`src/rtl/mont_domain_conv_pkg.sv`:
```
// Shared definitions for the Montgomery domain converter and MonMult.
package mont_domain_conv_pkg;

    // Operand width; also the exponent of the Montgomery radix R = 2^MONT_W.
    localparam int MONT_W     = 64;
    // Iteration counter width; 2^MONT_CNT_W must exceed MONT_W.
    localparam int MONT_CNT_W = 7;

    // Converter sequencing: IDLE -> RUN -> FIX -> DONE -> IDLE, or IDLE -> DONE on error.
    typedef enum logic [1:0] {
        ST_IDLE = 2'd0,
        ST_RUN  = 2'd1,
        ST_FIX  = 2'd2,
        ST_DONE = 2'd3
    } state_t;

    // Conversion direction as carried on the dir pin.
    typedef enum logic {
        DIR_TO_MONT   = 1'b0,
        DIR_FROM_MONT = 1'b1
    } dir_t;

endpackage

```
`src/rtl/mont_domain_conv_if.sv`:
```
// Request/result bundle between the register front-end and the converter.
interface mont_domain_conv_if #(
    parameter int WIDTH = 64
);
    logic             start;
    logic             dir;
    logic [WIDTH-1:0] X;
    logic [WIDTH-1:0] M;
    logic [WIDTH-1:0] Y;
    logic             busy;
    logic             done;
    logic             err;

    // Front-end side: issues requests, observes results.
    modport master (
        output start, dir, X, M,
        input  Y, busy, done, err
    );

    // Converter side.
    modport slave (
        input  start, dir, X, M,
        output Y, busy, done, err
    );
endinterface

```
`src/rtl/mont_domain_conv_cond_sub.sv`:
```
// Combinational (WIDTH+1)-bit conditional subtract: y = (a >= m) ? a - m : a.
module mont_cond_sub #(
    parameter int WIDTH = 64
) (
    input  logic [WIDTH:0] a_i,
    input  logic [WIDTH:0] m_i,
    output logic [WIDTH:0] y_o
);
    logic [WIDTH:0] diff;

    // Full-width compare and subtract; no truncation.
    always_comb begin
        diff = a_i - m_i;
        y_o  = (a_i >= m_i) ? diff : a_i;
    end
endmodule

```
`src/rtl/mont_domain_conv.sv`:
```
// Serial conversion of operands into (X*R mod M) and out of (X*R^-1 mod M) the
// Montgomery domain, R = 2^WIDTH.
module mont_domain_conv
    import mont_domain_conv_pkg::*;
#(
    parameter int WIDTH = MONT_W,
    parameter int CNT_W = MONT_CNT_W
) (
    input logic                pclk,
    input logic                reset,
    mont_domain_conv_if.slave  bus
);
    localparam logic [CNT_W-1:0] LAST_ITER = CNT_W'(WIDTH - 1);

    state_t           state_q, state_d;
    logic [WIDTH:0]   r_q;
    logic [WIDTH-1:0] m_q;
    dir_t             dir_q;
    logic [CNT_W-1:0] cnt_q;
    logic [WIDTH-1:0] y_q;
    logic             err_q;

    logic             bad_req;
    logic             accept;
    logic [WIDTH:0]   m_ext;
    logic [WIDTH:0]   sub_a;
    logic [WIDTH:0]   sub_y;
    logic [WIDTH:0]   red_sum;
    logic [WIDTH:0]   half_step;
    logic [WIDTH:0]   run_d;

    // Request qualification: even modulus or unreduced operand is rejected.
    always_comb begin
        bad_req = ~bus.M[0] | (bus.X >= bus.M);
        accept  = (state_q == ST_IDLE) & bus.start;
    end

    // One shared compare-and-subtract: doubling step in RUN, final correction in FIX.
    always_comb begin
        m_ext = {1'b0, m_q};
        sub_a = (state_q == ST_FIX) ? r_q : {r_q[WIDTH-1:0], 1'b0};
    end

    mont_cond_sub #(
        .WIDTH(WIDTH)
    ) u_cond_sub (
        .a_i(sub_a),
        .m_i(m_ext),
        .y_o(sub_y)
    );

    // Per-iteration update: modular doubling or one bit of Montgomery reduction.
    always_comb begin
        red_sum   = r_q + m_ext;
        half_step = r_q[0] ? (red_sum >> 1) : (r_q >> 1);
        run_d     = (dir_q == DIR_FROM_MONT) ? half_step : sub_y;
    end

    // FSM state register.
    always_ff @(posedge pclk) begin
        if (reset) begin
            state_q <= ST_IDLE;
        end else begin
            state_q <= state_d;
        end
    end

    // FSM next-state logic.
    always_comb begin
        state_d = state_q;
        case (state_q)
            ST_IDLE: if (bus.start) state_d = bad_req ? ST_DONE : ST_RUN;
            ST_RUN:  if (cnt_q == LAST_ITER) state_d = ST_FIX;
            ST_FIX:  state_d = ST_DONE;
            ST_DONE: state_d = ST_IDLE;
            default: state_d = ST_IDLE;
        endcase
    end

    // FSM outputs: busy spans RUN through DONE, done is the single DONE cycle.
    always_comb begin
        bus.busy = (state_q != ST_IDLE);
        bus.done = (state_q == ST_DONE);
        bus.Y    = y_q;
        bus.err  = err_q;
    end

    // Datapath: operand capture, iteration, correction and result registers.
    always_ff @(posedge pclk) begin
        if (reset) begin
            r_q   <= '0;
            m_q   <= '0;
            dir_q <= DIR_TO_MONT;
            cnt_q <= '0;
            y_q   <= '0;
            err_q <= 1'b0;
        end else begin
            case (state_q)
                ST_IDLE: begin
                    if (accept) begin
                        dir_q <= dir_t'(bus.dir);
                        m_q   <= bus.M;
                        r_q   <= {1'b0, bus.X};
                        cnt_q <= '0;
                        err_q <= bad_req;
                        if (bad_req) begin
                            y_q <= '0;
                        end
                    end
                end
                ST_RUN: begin
                    r_q   <= run_d;
                    cnt_q <= cnt_q + 1'b1;
                end
                ST_FIX: begin
                    r_q <= sub_y;
                    y_q <= sub_y[WIDTH-1:0];
                end
                default: ;
            endcase
        end
    end
endmodule

```
`src/flat_wrapper.sv`:
```
// flat-port wrapper written by rule: the top's interface ports become plain ports
module mont_domain_conv_flat import mont_domain_conv_pkg::*;
#(
    parameter int WIDTH = MONT_W,
    parameter int CNT_W = MONT_CNT_W
)
  (pclk, reset, bus_start, bus_dir, bus_X, bus_M, bus_Y, bus_busy, bus_done, bus_err);
  mont_domain_conv_if #(.WIDTH(WIDTH)) bus_i ();
  input logic pclk;
  input logic reset;
  input wire logic [$bits(bus_i.start)-1:0] bus_start;
  input wire logic [$bits(bus_i.dir)-1:0] bus_dir;
  input wire logic [$bits(bus_i.X)-1:0] bus_X;
  input wire logic [$bits(bus_i.M)-1:0] bus_M;
  output wire logic [$bits(bus_i.Y)-1:0] bus_Y;
  output wire logic [$bits(bus_i.busy)-1:0] bus_busy;
  output wire logic [$bits(bus_i.done)-1:0] bus_done;
  output wire logic [$bits(bus_i.err)-1:0] bus_err;
  assign bus_i.start = bus_start;
  assign bus_i.dir = bus_dir;
  assign bus_i.X = bus_X;
  assign bus_i.M = bus_M;
  assign bus_Y = bus_i.Y;
  assign bus_busy = bus_i.busy;
  assign bus_done = bus_i.done;
  assign bus_err = bus_i.err;
  mont_domain_conv #(.WIDTH(WIDTH), .CNT_W(CNT_W)) u_core (.pclk(pclk), .reset(reset), .bus(bus_i));
endmodule
```
`config.mk`:
```
export PLATFORM = sky130hd
export DESIGN_NAME = mont_domain_conv_flat
export DESIGN_NICKNAME = d
export VERILOG_FILES = /design/src/rtl/mont_domain_conv_pkg.sv /design/src/rtl/mont_domain_conv_if.sv /design/src/rtl/mont_domain_conv_cond_sub.sv /design/src/rtl/mont_domain_conv.sv /design/src/flat_wrapper.sv
export SDC_FILE = /design/constraint.sdc
export NUM_CORES = 1
export LEC_CHECK = 0
export CAP_MARGIN = 20
export CELL_PAD_IN_SITES_DETAIL_PLACEMENT = 1
export CELL_PAD_IN_SITES_GLOBAL_PLACEMENT = 1
export CORE_ASPECT_RATIO = 1.5
export CORE_MARGIN = 2
export CORE_UTILIZATION = 47
export CTS_CLUSTER_DIAMETER = 100
export DETAILED_ROUTE_END_ITERATION = 16
export PLACE_DENSITY = 0.95
export RECOVER_POWER = 50
export SYNTH_ARGS = -nofsm -noshare
export SYNTH_HDL_FRONTEND = slang
export SYNTH_HIERARCHICAL = 1
export SYNTH_SLANG_ARGS = --single-unit
```
`constraint.sdc`:
```
create_clock -name pclk -period 7.9 [get_ports pclk]
set_clock_uncertainty 0.05 [all_clocks]
set_input_delay 1.185 -clock pclk [delete_from_list [all_inputs] [get_ports pclk]]
set_output_delay 1.185 -clock pclk [all_outputs]
set_load 0.02 [all_outputs]
```
# Word-level counts from Yosys, hierarchy flattened

Index checks and enable logic that the tools add are counted.

$add $sub $neg: 3
Magnitude comparators: 2
Equality and inequality tests: 8
Mux-type cells: 15
Bitwise logic cells: 3
Reduce and logical (&&, ||, !) cells: 10

Operators with widths:

| operator                                              | count |
|---|---|
| two-way mux 65 bit                                    | 4 |
| one-hot mux 65 bit (3 select lines)                   | 1 |
| two-way mux 64 bit                                    | 3 |
| one-hot mux 64 bit (2 select lines)                   | 1 |
| adder 65 x 64 -> 65 bit                               | 1 |
| greater-or-equal comparator 65 x 64 -> 1 bit          | 1 |
| subtractor 65 x 64 -> 65 bit                          | 1 |
| greater-or-equal comparator 64 bit                    | 1 |
| one-hot mux 7 bit (2 select lines)                    | 1 |
| one-hot mux 2 bit (4 select lines)                    | 1 |
| AND reduction 2 bit                                   | 4 |
| adder 7 x 1 -> 7 bit, second input constant           | 1 |
| equality test 7 x 6 -> 1 bit, second input constant   | 1 |
| two-way mux 7 bit                                     | 1 |
| two-way mux 2 bit                                     | 3 |
| inequality test 2 x 1 -> 1 bit, second input constant | 3 |
| nonzero test 2 bit                                    | 3 |
| equality test 2 bit, second input constant            | 2 |
| AND reduction 3 bit                                   | 1 |
| nonzero test 3 bit                                    | 1 |
| equality test 2 x 1 -> 1 bit, second input constant   | 1 |
| zero test 2 bit                                       | 1 |
| inequality test 2 bit, second input constant          | 1 |
| bitwise AND 1 bit                                     | 1 |
| 2 further kinds                                       | 2 |

Register bits after elaboration: 204
Input bits: 132
Logic and storage cells: 48

# Longest topological paths before layout

Gate-level depths: netlist of the first run.

Depth after elaboration: 6
Mapped depth: 25
Mapped depth without buffers: 22

# Modules after synthesis

The synthesis of the first run kept the hierarchy.

By module, submodules not included:

| module           | instances | cells each | area an instance (um^2) |
|---|---|---|---|
| mont_domain_conv | 1         | 2125       | 15904.0 |
| mont_cond_sub    | 1         | 826        | 5083.6 |

# Worst setup path after synthesis of the first run

OpenSTA, ideal clock, no wires.

Kind: flip-flop to flip-flop
Start point: register u_core.r_q[0]
End point: register u_core.r_q[60]
Setup time: 0.079 ns
Data arrival time: 4.923 ns
Setup slack: 2.848 ns
Stages on the path, launching flop included: 25
Path buffers: 7
Period minus slack after synthesis: 5.052 ns
Cell sequence: dfxtp_1 clkbuf_1 clkbuf_1 clkbuf_1 clkbuf_1 and2_1 inv_1 ha_1 nor2b_1 o22ai_1 o221a_4 o21ai_4 a21oi_4 o41ai_4 or2_1 buf_4 buf_6 buf_6 nor2_1 a21oi_2 o211ai_1 a311oi_1 nand3b_1 mux2_1 o211ai_1

Longest elaborated chain between the ends: 5

Ends and longest elaborated chain:

| item                                                                                         | RTL line                                                         | source |
|---|---|---|
| start, declared                                                                              | mont_domain_conv.sv:16                                           | `logic [WIDTH:0] r_q;` |
| start signal, assigned                                                                       | mont_domain_conv.sv:103                                          | `r_q <= {1'b0, bus.X};` |
| start signal, assigned                                                                       | mont_domain_conv.sv:112                                          | `r_q <= run_d;` |
| start signal, assigned                                                                       | mont_domain_conv.sv:116                                          | `r_q <= sub_y;` |
| two-way mux 65 bit (*)                                                                       | mont_domain_conv.sv:41                                           | `sub_a = (state_q == ST_FIX) ? r_q : {r_q[WIDTH-1:0], 1'b0};` |
| net u_core.sub_a[0]                                                                          | mont_domain_conv.sv:26                                           | `logic [WIDTH:0] sub_a;` |
| subtractor 65 x 64 -> 65 bit or greater-or-equal comparator 65 x 64 -> 1 bit (tied branches) | mont_domain_conv_cond_sub.sv:13, mont_domain_conv_cond_sub.sv:14 |  |
| two-way mux 65 bit (*)                                                                       | mont_domain_conv_cond_sub.sv:14                                  | `y_o = (a_i >= m_i) ? diff : a_i;` |
| net u_core.sub_y[60]                                                                         | mont_domain_conv.sv:27                                           | `logic [WIDTH:0] sub_y;` |
| two-way mux 65 bit                                                                           | mont_domain_conv.sv:56                                           | `run_d = (dir_q == DIR_FROM_MONT) ? half_step : sub_y;` |
| one-hot mux 65 bit (3 select lines) (*)                                                      | mont_domain_conv.sv:98                                           | `case (state_q)` |

Mark *: on every way through the listed nets, which the timed path passes. The rest lies on a longest branch.
A chain may end at the register's enable or synchronous reset.

# Worst setup path in the final report of the first run

Start point: register u_core.state_q[0]
End point: register u_core.r_q[60]

Longest elaborated chain between the ends: 6

Ends and longest elaborated chain:

| item                                                                                         | RTL line                                                         | source |
|---|---|---|
| start, declared                                                                              | mont_domain_conv.sv:15                                           | `state_t state_q, state_d;` |
| start signal, assigned                                                                       | mont_domain_conv.sv:64                                           | `state_q <= state_d;` |
| equality test 2 bit (*)                                                                      | mont_domain_conv.sv:41                                           |  |
| two-way mux 65 bit (*)                                                                       | mont_domain_conv.sv:41                                           |  |
| net u_core.sub_a[35]                                                                         | mont_domain_conv.sv:26                                           |  |
| subtractor 65 x 64 -> 65 bit or greater-or-equal comparator 65 x 64 -> 1 bit (tied branches) | mont_domain_conv_cond_sub.sv:13, mont_domain_conv_cond_sub.sv:14 |  |
| two-way mux 65 bit (*)                                                                       | mont_domain_conv_cond_sub.sv:14                                  |  |
| net u_core.sub_y[60]                                                                         | mont_domain_conv.sv:27                                           |  |
| two-way mux 65 bit                                                                           | mont_domain_conv.sv:56                                           |  |
| one-hot mux 65 bit (3 select lines) (*)                                                      | mont_domain_conv.sv:98                                           |  |

Marks and branches as above.

==> key figures, run 1 <==
Status
  • Run status: complete, but fails checks
  • Violated checks: capacitance limit, slew limit

CTS
  • CTS sink cnt: 204
  • Clk slew on worst S/H paths: 60 ps
  • Clock Latency Late Sink: 570 ps
  • CTS Hold Bufs: 0
  • CTS Buf Count: 25
  • # H-tree levels: 1
  • Max Root-Sink Buffers: 3
  • CTS tree: yes
  • CTS root buf: clkbuf_16
  • Postcts setup bufs: 0
  • # resized after CTS: 0

Global routing
  • Global-route wire length before repair: 152000 um
  • Gr ovfl total: 0
  • Vias in the first global route: 25900
  • Overall routing resource usage: 42.6%
  • Antenna violations before repair: 10
  • Largest net degree at the start of global routing: 86

Power
  • Switching Fraction: 58.2%
  • Sequential fraction of design power: 13.5%
  • Peak VDD IR: 0.262 mV
  • Leak: 10.0 nW
  • Design Power: 12.4 mW
  • Power share of the clock group: 9.3%
  • Psw: 7.24 mW
  • Power share of the combinational group: 77.2%
  • P per Cell Area: 520 nW/um^2
  • Internal: 5.20 mW

Worst hold path
  • Worst min-delay path class: reg2reg
  • Hold depth: 2

Timing
  • Maximum clock frequency: 0.154 GHz
  • Final setup fails: 0
  • Worst-margin pin slew: 2930 ps
  • Final max-slew violation count: 141
  • Final Hold Viols: 0
  • Fin crit share: 82.4%
  • Relative slew slack: -95.1%
  • RSZ-0062 raised after global routing: false
  • TNS Setup: 0 ps
  • Fin crit period: 6510 ps
  • Hold Worst Slack: 413 ps

Die
  • Core ar.: 44000 sq um
  • Row count: 94
  • Die area: 46400 sq um
  • # IOs: 199
  • Die X: 177 um
  • Initial core utilization: 47.7%
  • DIE HEIGHT: 263 um

Drt
  • Highest routed metal layer: met5
  • Met3 wire len: 6670 um
  • Vias: 24400
  • Via density: 6.80
  • Initial DRC count: 2224
  • Remaining DRCs: 0
  • WL met2: 48800 um
  • Final WL: 101000 um
  • Wirelength per Cell: 28.2 um
  • Metal1 wirelength: 34800 um
  • Drt first pass iters: 5
  • Final antenna-violating net count: 0

Logic synthesis
  • Post-synthesis cell area: 21000 sq um
  • Avg Inst Size Synth: 7.11 sq um
  • Number of flops mapped to enable cells by yosys: 0
  • Synth cell types: 94
  • Post-synth net total: 3283
  • Seq cells post-synth: 204
  • Ys flop type: dfxtp_1
  • Post-synthesis sequential area ratio: 19.5%
  • Async S/R FF share, synth: 0%
  • Yosys warns: 6
  • Cells after synthesis: 2951

Cells and area
  • Post-route cell area: 23900 sq um
  • Final net count: 3328
  • Non-filler cells, final: 3596
  • Layout cell share with drive strength beyond 1: 5.98%
  • # fillers: 5601
  • P&R area growth vs syn: 14.0%

Critical path
  • R2R depth: 18
  • CP max FO: 85
  • Crit Path Category: reg2reg
  • Crit path depth: 18
  • Worst-path cell chain: inv_1 > ha_4 > buf_12 > mux2_2 > ha_1 > nand2_1 > nor2_1 > nand4_1 > o41ai_1 > a41o_1 > or2_2 > nor2_1 > a21oi_2 > o211ai_1 > a311oi_1 > nand3b_1 > mux2_1 > o211ai_1
  • CP arrival: 6950 ps
  • Slowest stage delay, CP: 880 ps
  • Critical path startpoint category: register
  • Buf/Inv on CP: 2
  • CP Capture Type: register
  • Worst EP required: 8330 ps
  • Critical path's top delay family: simple AND/OR/NAND/NOR gates
  • Critical-path top delay cell: or2_2

Job
  • Maxcap violations: 3

Placed design
  • DP Cell Count: 3545
  • Placed Instance Area: 23100 sq um
  • Routability cong.: 0.990
  • PortBufs: 198
  • Final HPWL DP: 76300 um
[sequential cells by signal, summed over array words and instances, names as in the netlist]
name	cells
u_core/state_q	2
u_core/m_q	64
u_core/cnt_q	7
u_core/r_q	65
u_core/bus.Y	64
u_core/bus.err	1
u_core/dir_q	1
[cell usage after synthesis (11+ instances only)]
library cell	number	share of area [%]
xor2_1	42	1.8
xnor2_1	75	3.1
o21ai_1	37	0.88
o221ai_1	19	0.79
nand4_1	66	2.0
a221o_1	13	0.62
clkbuf_1	166	3.0
o31ai_1	14	0.50
nor4_1	14	0.42
nor3_1	45	1.1
o21bai_1	35	1.3
ha_1	198	12
nand2b_1	14	0.42
and2_1	17	0.51
and3_1	15	0.45
nor2_1	205	3.7
inv_1	184	3.3
mux2i_1	20	0.95
a21o_1	102	3.6
o21a_1	15	0.54
buf_2	19	0.45
a211oi_1	34	1.2
a221oi_1	24	1.0
buf_1	12	0.21
a31oi_1	20	0.60
nand3_1	102	2.4
mux2_2	64	3.4
o21ai_0	105	2.5
dfxtp_1	204	19
a21oi_1	424	10
o211ai_1	92	3.3
o22ai_1	11	0.33
nand2_1	361	6.5
a22oi_1	18	0.64
[through the flow]
step / utilization [%] / worst slack (ps)
final: 54.4 / 1390
after global routing: 54.4 / 1040
after CTS: 54.4 / 1510
after detailed placement: 52.6 / 1560
after global placement: 52.6 / 1840
after floorplan: - / 2850
[layout by cell type (no fill, tap or decap), types with 10 or more instances in the layout]
master           synthesis  layout
a22oi_1                 18      18
xnor2_1                 75      75
a221o_1                 13      13
buf_4                    6      27
mux2_2                  64      64
nand3_1                102     102
o221ai_1                19      19
clkdlybuf4s50_1          0     131
a221oi_1                24      24
ha_1                   198     197
dfxtp_1                204     203
nand2b_1                14      13
xor2_1                  42      42
a31oi_1                 20      20
o21a_1                  15      15
clkbuf_16                0      25
nand4_1                 66      66
inv_1                  184     184
dlygate4sd3_1            0      66
nor2b_1                 10      10
a21o_1                 102     102
o21ai_0                105     105
nand2_1                361     359
and3_1                  15      15
nor2_1                 205     201
a21oi_1                424     423
and2_1                  17      17
o21ai_1                 37      37
nor3_1                  45      45
nor4_1                  14      14
o211ai_1                92      92
a211oi_1                34      34
o31ai_1                 14      14
o22ai_1                 11      11
nand3b_1                10      10
o21bai_1                35      35
a311oi_1                10      10
mux2i_1                 20      20
[tightest hold or removal path, cell delays in order (launching register included)]
cell	delay, ps
dfxtp_1	310
nand3_1	60
a21oi_1	50
[kinds of logic (layout without fill, tap and decap cells)]
kind of cell	after synthesis	in the layout	synth area share [%]
xor+xnor	117	117	4.88
flops	204	204	19.5
mux	86	86	4.51
fa+ha+maj	200	200	12.0
simple gates	893	893	19.3
compound gates	1053	1053	32.3
buf+inv	397	458	7.56
other cells	1	9	0.0179
[power by group through the flow]
| stage | clock (mW) | combinational [mW] | sequential, mW |
|---|---|---|---|
| global route | 1.21 | 10.2 | 1.70 |
| detailed placement | 0 | 9.25 | 1.68 |
| CTS | 1.17 | 9.34 | 1.66 |
| floorplan | 0 | 6.40 | 1.67 |
| finish | 1.16 | 9.60 | 1.68 |
| global placement | 0 | 8.99 | 1.67 |
[worst paths after layout]
path / startpoint / to / slack, ps
min: u_core/bus.Y[23] / u_core/bus.Y[23] / 410
max reg2reg: u_core/state_q[0] / u_core/r_q[60] / 1390
min reg2reg: u_core/bus.Y[23] / u_core/bus.Y[23] / 410
max: u_core/state_q[0] / u_core/r_q[60] / 1390
[layout make-up]
type                            instances  area (sq um)  area share, %
Clock inverter                         12           100          0.418
Timing Repair Buffer                  231          2240           9.37
Antenna cell                            8          20.0         0.0836
Sequential cell                       204          4090           17.1
Inverter                              184           691           2.89
Clock buffer                           31           688           2.88
Multi-Input combinational cell       2350         15400           64.3
Tap cell                              576           721           3.01
[routing by layer]
layer | vias to the layer above | GRT usage (%)
met2 | 1204 | 72.6
met5 | - | 0
li1 | 10800 | -
met3 | 550 | 8.42
met4 | 4 | 40.3
met1 | 11900 | 42.8
Note: power is estimated with default switching activity, not from simulation.
==> run 2: changes to the inputs <==
Settings changed: CORE_UTILIZATION 47 to 39, PLACE_DENSITY 0.95 to 0.86.
Clock period 7.9 ns to 5.5 ns, I/O delays scaled along.
==> run 2 against run 1 <==
Via count shrank 0.75%. Critical path type unchanged. Register-to-register slack lost 1100 ps. Hold slack lost 2.9 ps. Cell count grew 6.9%. Worst setup slack lost 1100 ps. The flow still finishes with violations (capacitance limit, slew limit).
==> key figures, run 2 (synthesis results as in run 1) <==
Drt
  • Wirelength per Cell: 26.3 um
  • Via density: 6.31
  • Drt first pass iters: 5
  • Final antenna-violating net count: 0
  • Vias: 24300
  • Initial DRC count: 1390
  • Final WL: 101000 um
  • Remaining DRCs: 0

Placed design
  • Final HPWL DP: 79100 um
  • Setup WS pre-CTS: 336 ps
  • PortBufs: 198
  • DP Cell Count: 3800
  • Placed Instance Area: 24400 sq um
  • Routability cong.: 1.05

Critical path
  • Worst EP required: 5940 ps
  • CP Capture Type: register
  • Critical path startpoint category: register
  • Crit Path Category: reg2reg
  • CP max FO: 37
  • CP arrival: 5700 ps

Cells and area
  • Commonest non-fill, non-tap cell in the layout: a21oi_1
  • Final net count: 3471
  • Commonest cells after routing, fill and taps aside: a21oi_1, nand2_1, nor2_1, dfxtp_1, ha_1
  • Fin util: 47.2%
  • Max reg flops: 65
  • Post-route cell area: 25200 sq um
  • Layout cell share with drive strength beyond 1: 10.3%
  • Largest Register: u_core/r_q
  • Non-filler cells, final: 3845
  • P&R area growth vs syn: 20.2%
  • # fillers: 6755

CTS
  • CTS Hold Bufs: 0
  • Clk slew on worst S/H paths: 60 ps
  • CTS sink cnt: 204
  • CTS tree: yes
  • CTS Buf Count: 24
  • CTS root buf: clkbuf_16
  • Clock Latency Late Sink: 580 ps
  • Max Root-Sink Buffers: 3
  • # H-tree levels: 1

Global routing
  • Antenna violations before repair: 1
  • Vias in the first global route: 25900
  • Gr ovfl total: 0
  • Overall routing resource usage: 34.9%
  • Largest net degree at the start of global routing: 67
  • Global-route wire length before repair: 151000 um

Die
  • Core ar.: 53500 sq um
  • Row count: 104
  • DIE HEIGHT: 288 um
  • # IOs: 199
  • Initial core utilization: 39.2%
  • Die X: 193 um
  • Die area: 55700 sq um

Timing
  • Slack of the critical path: 243 ps
  • Final max-slew violation count: 118
  • Relative slew slack: -54.0%
  • TNS Setup: 0 ps
  • Hold Worst Slack: 411 ps
  • RSZ-0062 raised after global routing: false
  • Worst-margin pin slew: 2310 ps
  • Fin crit period: 5260 ps
  • Fin crit share: 95.6%
  • Maximum clock frequency: 0.190 GHz
  • Final setup fails: 0
  • Final Hold Viols: 0

Power
  • Leak: 10.8 nW
  • Power share of the clock group: 8.8%
  • Design Power: 19.8 mW
  • Psw: 10.9 mW
  • P per Cell Area: 783 nW/um^2
  • Power share of the combinational group: 79.0%
  • Sequential fraction of design power: 12.2%
  • Peak VDD IR: 0.400 mV
  • Switching Fraction: 55.1%
  • Internal: 8.87 mW

Status
  • Violated checks: capacitance limit, slew limit
  • Run status: complete, but fails checks

Job
  • Maxcap violations: 3

Worst hold path
  • Worst min-delay path class: reg2reg
==> run 2: changes by cell type in the layout (fill, tap and decap cells not counted), sizes merged <==
cell      delta
bufinv       +1
clkinv       -3
buf        +145
clkbuf       +2
diode        -7
clkinvlp     -2
==> run 2: cell type report <==
cell class	instances	area, sq um	area share (%)
Inverter	184	691	2.74
Tap cell	689	862	3.42
Timing Repair Buffer	375	3370	13.4
Clock buffer	34	728	2.89
Antenna cell	1	2.50	0.00992
Multi-Input combinational cell	2350	15400	61.0
Clock inverter	8	108	0.427
Sequential cell	204	4090	16.2
==> run 2: power by group through the flow <==
stage | Sequential [mW] | Clock [mW] | Combinational, mW
6_report | 2.41 | 1.74 | 15.6
2_1_floorplan | 2.39 | 0 | 9.19
4_1_cts | 2.41 | 1.76 | 15.3
5_1_grt | 2.46 | 1.82 | 16.6
3_3_place_gp | 2.41 | 0 | 14.9
3_5_place_dp | 2.43 | 0 | 15.2
==> run 2: repair_timing <==
item                                   4_1_cts  5_1_grt
endpoints found under the hold margin        0        0
setup buffers                                0        0
gates resized for setup                      0        1
setup endpoints to repair                    0        1
==> run 2: path summary, 6_finish.rpt <==
path | from | to | slack (ps) | depth (start not counted)
max | u_core/state_q[0] | u_core/r_q[60] | 240 | 20
min | u_core/bus.Y[1] | u_core/bus.Y[1] | 410 | 2
max reg2reg | u_core/state_q[0] | u_core/r_q[60] | 240 | 20
min reg2reg | u_core/bus.Y[1] | u_core/bus.Y[1] | 410 | 2
==> run 2: metal layers <==
metal | GRT usage [%] | up-vias | wire length [um]
li1 | - | 11100 | -
met1 | 36.1 | 11900 | 36900
met2 | 64.7 | 878 | 51100
met3 | 4.21 | 356 | 4870
met4 | 25.5 | 2 | 8140
met5 | 0 | - | 10
==> run 2: worst max-delay path: stages (launching register included) <==
cell,delay [ps]
dfxtp_1,360
inv_1,150
ha_4,290
buf_12,250
mux2_2,380
ha_1,370
nand4_1,200
nor3_1,300
buf_4,170
nand4_1,150
buf_4,180
o41ai_1,420
a41o_1,160
or2_2,260
nor2_1,100
a21oi_2,160
o211ai_1,150
a311oi_2,440
nand3b_1,160
mux2_1,320
o211ai_1,100
